==> config.mk <==
export PLATFORM = sky130hd
export DESIGN_NAME = flags_ctl
export DESIGN_NICKNAME = d
export VERILOG_FILES = /design/src/rtl/flags_ctl_pkg.sv /design/src/rtl/flags_ctl_image.sv /design/src/rtl/flags_ctl.sv
export SDC_FILE = /design/constraint.sdc
export NUM_CORES = 1
export LEC_CHECK = 0
export CAP_MARGIN = 20
export CORE_ASPECT_RATIO = 2
export CORE_MARGIN = 4
export CORE_UTILIZATION = 32
export DETAILED_ROUTE_END_ITERATION = 10
export PLACE_DENSITY = 0.78
export SYNTH_ARGS = -nofsm -noshare
export SYNTH_HDL_FRONTEND = slang
export SYNTH_HIERARCHICAL = 1
export SYNTH_SLANG_ARGS = --single-unit
==> constraint.sdc <==
create_clock -name clk -period 1.4 [get_ports clk]
set_input_delay 0.42 -clock clk [delete_from_list [all_inputs] [get_ports clk]]
set_output_delay 0.42 -clock clk [all_outputs]
set_load 0.005 [all_outputs]
==> src/rtl/flags_ctl_pkg.sv <==
// flags_ctl_pkg: shared bit positions, opcodes and FSM encoding for flags_ctl.
`ifndef CMD_CLC
`define CMD_CLC   6'h01
`define CMD_STC   6'h02
`define CMD_CMC   6'h03
`define CMD_CLD   6'h04
`define CMD_STD   6'h05
`define CMD_LAHF  6'h06
`define CMD_SAHF  6'h07
`define CMD_PUSHF 6'h08
`define CMD_POPF  6'h09
`endif

package flags_ctl_pkg;
  localparam int OF_BIT = 6;
  localparam int SF_BIT = 5;
  localparam int CF_BIT = 4;
  localparam int ZF_BIT = 3;
  localparam int AF_BIT = 2;
  localparam int PF_BIT = 1;
  localparam int IF_BIT = 0;

  localparam int IMG_CF  = 0;
  localparam int IMG_ONE = 1;
  localparam int IMG_PF  = 2;
  localparam int IMG_AF  = 4;
  localparam int IMG_ZF  = 6;
  localparam int IMG_SF  = 7;
  localparam int IMG_IF  = 9;
  localparam int IMG_DF  = 10;
  localparam int IMG_OF  = 11;

  localparam int LAHF_CF  = 0;
  localparam int LAHF_ONE = 1;
  localparam int LAHF_PF  = 2;
  localparam int LAHF_AF  = 4;
  localparam int LAHF_ZF  = 6;
  localparam int LAHF_SF  = 7;

  localparam logic [1:0] S_IDLE   = 2'd0;
  localparam logic [1:0] S_MEM_WR = 2'd1;
  localparam logic [1:0] S_MEM_RD = 2'd2;
  localparam logic [1:0] S_RESP   = 2'd3;

  typedef enum logic [1:0] {
    IDLE   = S_IDLE,
    MEM_WR = S_MEM_WR,
    MEM_RD = S_MEM_RD,
    RESP   = S_RESP
  } state_t;
endpackage

==> src/rtl/flags_ctl_image.sv <==
// flags_image: packs status+DF into the x86 flag image and LAHF byte, and unpacks an image.
module flags_image
  import flags_ctl_pkg::*;
#(
  parameter int IMG_W = 16
) (
  input  logic [6:0]       status,
  input  logic             df,
  input  logic [IMG_W-1:0] src,
  output logic [IMG_W-1:0] image,
  output logic [7:0]       lahf,
  output logic [6:0]       src_status,
  output logic             src_df
);
  logic unused_src;
  assign unused_src = ^src;
  always_comb begin
    image = '0;
    image[IMG_CF] = status[CF_BIT];
    image[IMG_ONE] = 1'b1;
    image[IMG_PF] = status[PF_BIT];
    image[IMG_AF] = status[AF_BIT];
    image[IMG_ZF] = status[ZF_BIT];
    image[IMG_SF] = status[SF_BIT];
    image[IMG_IF] = status[IF_BIT];
    image[IMG_DF] = df;
    image[IMG_OF] = status[OF_BIT];
    lahf = '0;
    lahf[LAHF_CF] = status[CF_BIT];
    lahf[LAHF_ONE] = 1'b1;
    lahf[LAHF_PF] = status[PF_BIT];
    lahf[LAHF_AF] = status[AF_BIT];
    lahf[LAHF_ZF] = status[ZF_BIT];
    lahf[LAHF_SF] = status[SF_BIT];
    src_status = '0;
    src_status[OF_BIT] = src[IMG_OF];
    src_status[SF_BIT] = src[IMG_SF];
    src_status[CF_BIT] = src[IMG_CF];
    src_status[ZF_BIT] = src[IMG_ZF];
    src_status[AF_BIT] = src[IMG_AF];
    src_status[PF_BIT] = src[IMG_PF];
    src_status[IF_BIT] = src[IMG_IF];
    src_df = src[IMG_DF];
  end
endmodule

==> src/rtl/flags_ctl.sv <==
// flags_ctl: architectural flag register with flag-meta commands and masked ALU writes.
// Define FLAGS_PUSHPOP_EN to include the PUSHF/POPF memory FSM with timeout.
module flags_ctl
  import flags_ctl_pkg::*;
#(
  parameter int OPC_W       = 6,
  parameter int STATUS_W    = 7,
  parameter int IMG_W       = 16,
  parameter int MEM_TIMEOUT = 15
) (
  input  logic                clk,
  input  logic                rst_n,
  input  logic                cmd_valid,
  output logic                cmd_ready,
  input  logic [OPC_W-1:0]    cmd_opc,
  input  logic [7:0]          ah_in,
  input  logic                alu_wr,
  input  logic [STATUS_W-1:0] alu_mask,
  input  logic [STATUS_W-1:0] alu_status,
  output logic [STATUS_W-1:0] status_out,
  output logic                df_out,
  output logic                ah_wr,
  output logic [7:0]          ah_out,
  output logic                done,
  output logic                err,
  output logic                mem_req,
  output logic                mem_we,
  output logic [IMG_W-1:0]    mem_wdata,
  input  logic [IMG_W-1:0]    mem_rdata,
  input  logic                mem_ack
);
  state_t state, state_nx;
  logic [STATUS_W-1:0] status, status_nx;
  logic [6:0] cmd_we, cmd_v, img_st;
  logic df, df_nx, img_df, ah_wr_nx, err_nx, accept;
  logic [IMG_W-1:0] image;
  logic [7:0] lahf;
  logic unused_ah;

  flags_image #(.IMG_W(IMG_W)) u_image (
    .status(status[6:0]), .df(df), .src(mem_rdata),
    .image(image), .lahf(lahf), .src_status(img_st), .src_df(img_df)
  );

  assign unused_ah = ^{ah_in[5], ah_in[3], ah_in[1]};
  assign done = state == RESP;
  assign cmd_ready = state == IDLE && !done;
  assign accept = cmd_valid && cmd_ready;
  assign status_out = status;
  assign df_out = df;

`ifdef FLAGS_PUSHPOP_EN
  logic [7:0] cnt;
  logic in_mem;
  assign in_mem = state == MEM_WR || state == MEM_RD;
  assign mem_req = in_mem;
  assign mem_we = state == MEM_WR;
`else
  logic unused_mem;
  assign unused_mem = ^{mem_ack, img_st, img_df};
  assign mem_req = 1'b0;
  assign mem_we = 1'b0;
  assign mem_wdata = '0;
`endif

  always_comb begin
    state_nx = state == RESP ? IDLE : state;
    cmd_we = '0;
    cmd_v = '0;
    df_nx = df;
    ah_wr_nx = 1'b0;
    err_nx = 1'b0;
    if (accept) begin
      state_nx = RESP;
      case (cmd_opc)
        `CMD_CLC: cmd_we[CF_BIT] = 1'b1;
        `CMD_STC: begin cmd_we[CF_BIT] = 1'b1; cmd_v[CF_BIT] = 1'b1; end
        `CMD_CMC: begin cmd_we[CF_BIT] = 1'b1; cmd_v[CF_BIT] = !status[CF_BIT]; end
        `CMD_CLD: df_nx = 1'b0;
        `CMD_STD: df_nx = 1'b1;
        `CMD_LAHF: ah_wr_nx = 1'b1;
        `CMD_SAHF: begin
          cmd_we = 7'b0111110;
          cmd_v[SF_BIT] = ah_in[7];
          cmd_v[ZF_BIT] = ah_in[6];
          cmd_v[AF_BIT] = ah_in[4];
          cmd_v[PF_BIT] = ah_in[2];
          cmd_v[CF_BIT] = ah_in[0];
        end
`ifdef FLAGS_PUSHPOP_EN
        `CMD_PUSHF: state_nx = MEM_WR;
        `CMD_POPF: state_nx = MEM_RD;
`endif
        default: err_nx = 1'b1;
      endcase
    end
`ifdef FLAGS_PUSHPOP_EN
    // an ack on the limit cycle still completes the transfer
    if (in_mem && mem_ack) begin
      state_nx = RESP;
      if (state == MEM_RD) begin cmd_we = '1; cmd_v = img_st; df_nx = img_df; end
    end else if (in_mem && cnt == 8'(MEM_TIMEOUT)) begin
      state_nx = RESP;
      err_nx = 1'b1;
    end
`endif
    status_nx = alu_wr ? (status & ~alu_mask) | (alu_status & alu_mask) : status;
    status_nx[6:0] = (status_nx[6:0] & ~cmd_we) | (cmd_v & cmd_we);
  end

  always_ff @(posedge clk or negedge rst_n) begin
    if (!rst_n) begin
      state <= IDLE;
      status <= '0;
      df <= 1'b0;
      ah_wr <= 1'b0;
      ah_out <= '0;
      err <= 1'b0;
    end else begin
      state <= state_nx;
      status <= status_nx;
      df <= df_nx;
      ah_wr <= ah_wr_nx;
      err <= err_nx;
      if (ah_wr_nx) ah_out <= lahf;
    end
  end

`ifdef FLAGS_PUSHPOP_EN
  always_ff @(posedge clk or negedge rst_n) begin
    if (!rst_n) begin
      mem_wdata <= '0;
      cnt <= '0;
    end else begin
      if (state == IDLE && state_nx == MEM_WR) mem_wdata <= image;
      cnt <= (in_mem && state_nx == state) ? cnt + 8'd1 : '0;
    end
  end
`endif
endmodule

Word-level counts from Yosys, hierarchy flattened
Cells that the tools add are included.
- equality and inequality tests: 8
- multiplexer cells: 16
- bitwise gates (word level): 8
- reductions and logical operators: 10
- operator list (operator ; number):
    6-bit by 3-bit == test with 1-bit output (second input constant) ; 4
    7-bit bitwise AND ; 3
    7-bit inverter ; 2
    7-bit OR ; 2
    6-bit by 2-bit == test with 1-bit output (second input constant) ; 2
    6-bit by 7-bit bitwise AND with 7-bit output ; 1
    1-bit 2-to-1 mux ; 7
    7-bit 2-to-1 mux ; 1
    7-bit OR reduction ; 1
    6-bit by 1-bit == test with 1-bit output (second input constant) ; 1
    6-bit 2-to-1 mux ; 1
    5-bit 2-to-1 mux ; 1
    2-bit 2-to-1 mux ; 2
    4-bit 2-to-1 mux ; 1
    2-bit nonzero test ; 2
    4-bit OR reduction ; 1
    3-bit 2-to-1 mux ; 1
    1-bit one-hot mux with 3 select lines ; 1
    2-bit == test (second input constant) ; 1
    1-bit logical AND ; 2
    1-bit logical NOT ; 2
    2-bit logical NOT ; 1
    1-bit one-hot mux with 2 select lines ; 1
    2-bit AND reduction ; 1
- flip-flop bits (word level): 18
- bits of input ports: 49
- output and inout bits: 38

Depth between registers and ports, before layout
- word-level depth: 8
- depth in mapped cells: 4
- depth with buffers taken out: 4

Modules after synthesis
Netlist, hierarchy kept.
- modules (own cells, without submodules) (module ; instances ; cells each ; area each (um^2)):
    flags_ctl ; 1 ; 85 ; 1024.7
    flags_image ; 1 ; 34 ; 247.7

Worst setup path before layout
Ideal clock, no wire load.
- path kind: in2reg
- start point: input cmd_opc[3]
- end point: register ah_out[0]
- library setup time: 125 ps
- arrival time: 1689 ps
- slack: -414 ps
- stages: 3
- buffers on the path: 0
- path through: or4b_4 -> nor4_4 -> mux2_2
- word-level cells in the longest chain between the ends: 3
- RTL lines (element ; RTL line ; text):
    start, declared ; flags_ctl.sv:15 ; input logic [OPC_W-1:0] cmd_opc,
    6-bit by 3-bit == test with 1-bit output ; flags_ctl.sv:75 ; case (cmd_opc)
    1-bit 2-to-1 mux ; flags_ctl.sv:75 ;
    1-bit 2-to-1 mux ; flags_ctl.sv:73 ; if (accept) begin
    end signal, assigned ; flags_ctl.sv:125 ; if (ah_wr_nx) ah_out <= lahf;
    end, declared ; flags_ctl.sv:23 ; output logic [7:0] ah_out,
Every way passes these cells.
A chain may end at the register's enable or synchronous reset.

==> metrics <==
run status=finished, violations left; failing checks=negative setup slack; commonest non-fill, non-tap cell in the layout=conb_1; Yosys warnings=6; Setup Skew=between 0.003 and 0.004 ns; n_diodes=0; final worst slack=-0.244 ns; pin count of the biggest net entering global routing=20; Clk Latency, worst-skew pair=approximately 0.25 ns; grt met1 use=0.104; CP max stage cell=or4b_4; routing usage on met2=0.244; via count=814; die area=between 4000 and 5000 µm²; total length of routed wires=between 2000 and 2500 µm; overflow left after global routing=0; Worst setup EP type=flip-flop; WHS=roughly 0.47 ns; Post-Route Utilization=0.501; Sink Count=19; fin crit share=1.17; DRT Pass-1 Iters=4; share of layout cells above drive strength 1=0.298; busiest grt layer=met2; worst endpoint required time=~1.5 ns; Syn Inst Count=95; Layout area overhead=48.0%; # IOs=87; met3 global-route usage=0.0182; first-pass GRT wire length=4040 µm; Core Area=3230 µm²; Slew Limit Fails=0; average cell area after synthesis=~11 µm²; reg2reg start=state[0]; pwr dens=slightly below 900 nW/µm²; P_sw=339 µW; RSZ-0062 raised after global routing=yes; cells on worst reg2reg path=3; crit path DAT=1.78 ns; final net count=between 200 and 250; CTS tree=yes; Worst R2R Setup Slack=-0.01 ns; Levels on crit path=4; Setup crit start=cmd_opc[4]; Die H=between 90 and 100 µm; Iteration-0 DRC Markers=4; sequential share of power=0.466; DR WL/cell=around 14 µm; Peak VDD IR=approximately 0.64 mV; vias in the first global route=a little under 900; worst min path class=in -> reg; Max H-tree Level=1; synthesized area=between 1000 and 1500 µm²; Critical Path Fanout Max=4; cell area after layout=roughly 1600 µm²; starting density of the core=0.338; crit path time final=between 1.5 and 2 ns; Max Fclk=608 MHz; DP Area=around 1600 µm²; CP startpoint kind=primary input; # rows=29; Num CTS Buffers=3; commonest cells after routing, fill and taps aside=21 x conb_1, 20 x clkdlybuf4s50_1, 19 x dfrtp_1, 19 x dlygate4sd2_1, 11 x buf_4; hpwl dp=2100 µm; DRC violations left=0; final setup fails=12; Post-CTS Hold Fix Bufs=0; port bufs=48; antenna-violating nets left=0; Pleak=approximately 0.00086 µW; Clk pwr share=0.264; largest stage delay on the critical path=around 0.56 ns; Hold Vio Cnt, Final=0; All-Layer GR Usage=0.114; maximum buffer depth of the clock tree=2; # Max-Cap Violations=0; Comb power frac=0.270; Clock Pin Slew Worst Setup and Hold Paths=0.07 ns; FILL cells=308; drt via density=around 4.5; CP Cell Sequence=buf_6 -> or4b_4 -> or3_4 -> mux2_4; buffers plus inverters on the worst setup path=1; Placer Congestion=around 0.73; Pint=approximately 1100 µW; CTS root buf=clkbuf_8; dpl ws=-0.858 ns; initial antenna violation count=0; crit path kind=in -> reg; die width=between 40 and 50 µm; switching part of the total=0.243; CP delay by family, top=simple AND/OR/NAND/NOR gates
==> through the flow <==
step	setup TNS (ns)	total power, µW	cells
CTS	-2.94	1400	181
global route	-2.62	1480	182
floorplan	-4.59	863	113
global placement	-11.28	1070	177
finish	-2.38	1400	182
detailed placement	-11.71	1080	177
==> what timing repair did <==
action | 4_1_cts | 5_1_grt
resized for setup | 44 | 10
endpoints found under the hold margin | 0 | 0
endpoints found under the setup margin | 35 | 17
buffers inserted | 0 | 1
pin swaps | 2 | 1
==> cell type report <==
class                           instances  area, µm²  area share
Inverter                                3       11.3     0.00697
Multi-Input combinational cell         65        504       0.312
Sequential cell                        19        475       0.294
Tap cell                               31       38.8      0.0240
Timing Repair Buffer                   60        541       0.334
Clock inverter                          1       5.00     0.00310
Clock buffer                            3       41.3      0.0255
==> worst min path at each step <==
stage          startpoint                          to  slack (ns)  cells past startpoint
2_1_floorplan       rst_n  asynchronous set/reset pin        0.12                      0
3_3_place_gp    ah_out[1]                   ah_out[1]        0.49                      1
3_5_place_dp    ah_out[1]                   ah_out[1]        0.50                      1
4_1_cts        cmd_opc[4]                       ah_wr        0.46                      3
5_1_grt        cmd_opc[4]                       ah_wr        0.47                      3
6_report       cmd_opc[4]                       ah_wr        0.47                      3
==> power by group through the flow <==
stage	Clock, µW	Sequential (µW)	Combinational [µW]
floorplan	0	669	195
detailed placement	0	664	420
CTS	381	651	370
global placement	0	662	412
finish	369	651	377
global route	404	661	410
==> worst reg2reg max path, stage by stage, from the launching register on <==
cell	delay, ns
dfrtp_1	0.38
nand2b_4	0.17
or3_4	0.44
mux2_4	0.31
==> per-layer routing <==
metal / routed length (µm) / vias up
met4: 0 / 0
met5: 0 / -
met3: 185 / 0
li1: - / 382
met1: 769 / 393
met2: 1520 / 39
No activity file was read; power rests on OpenSTA's default activity.
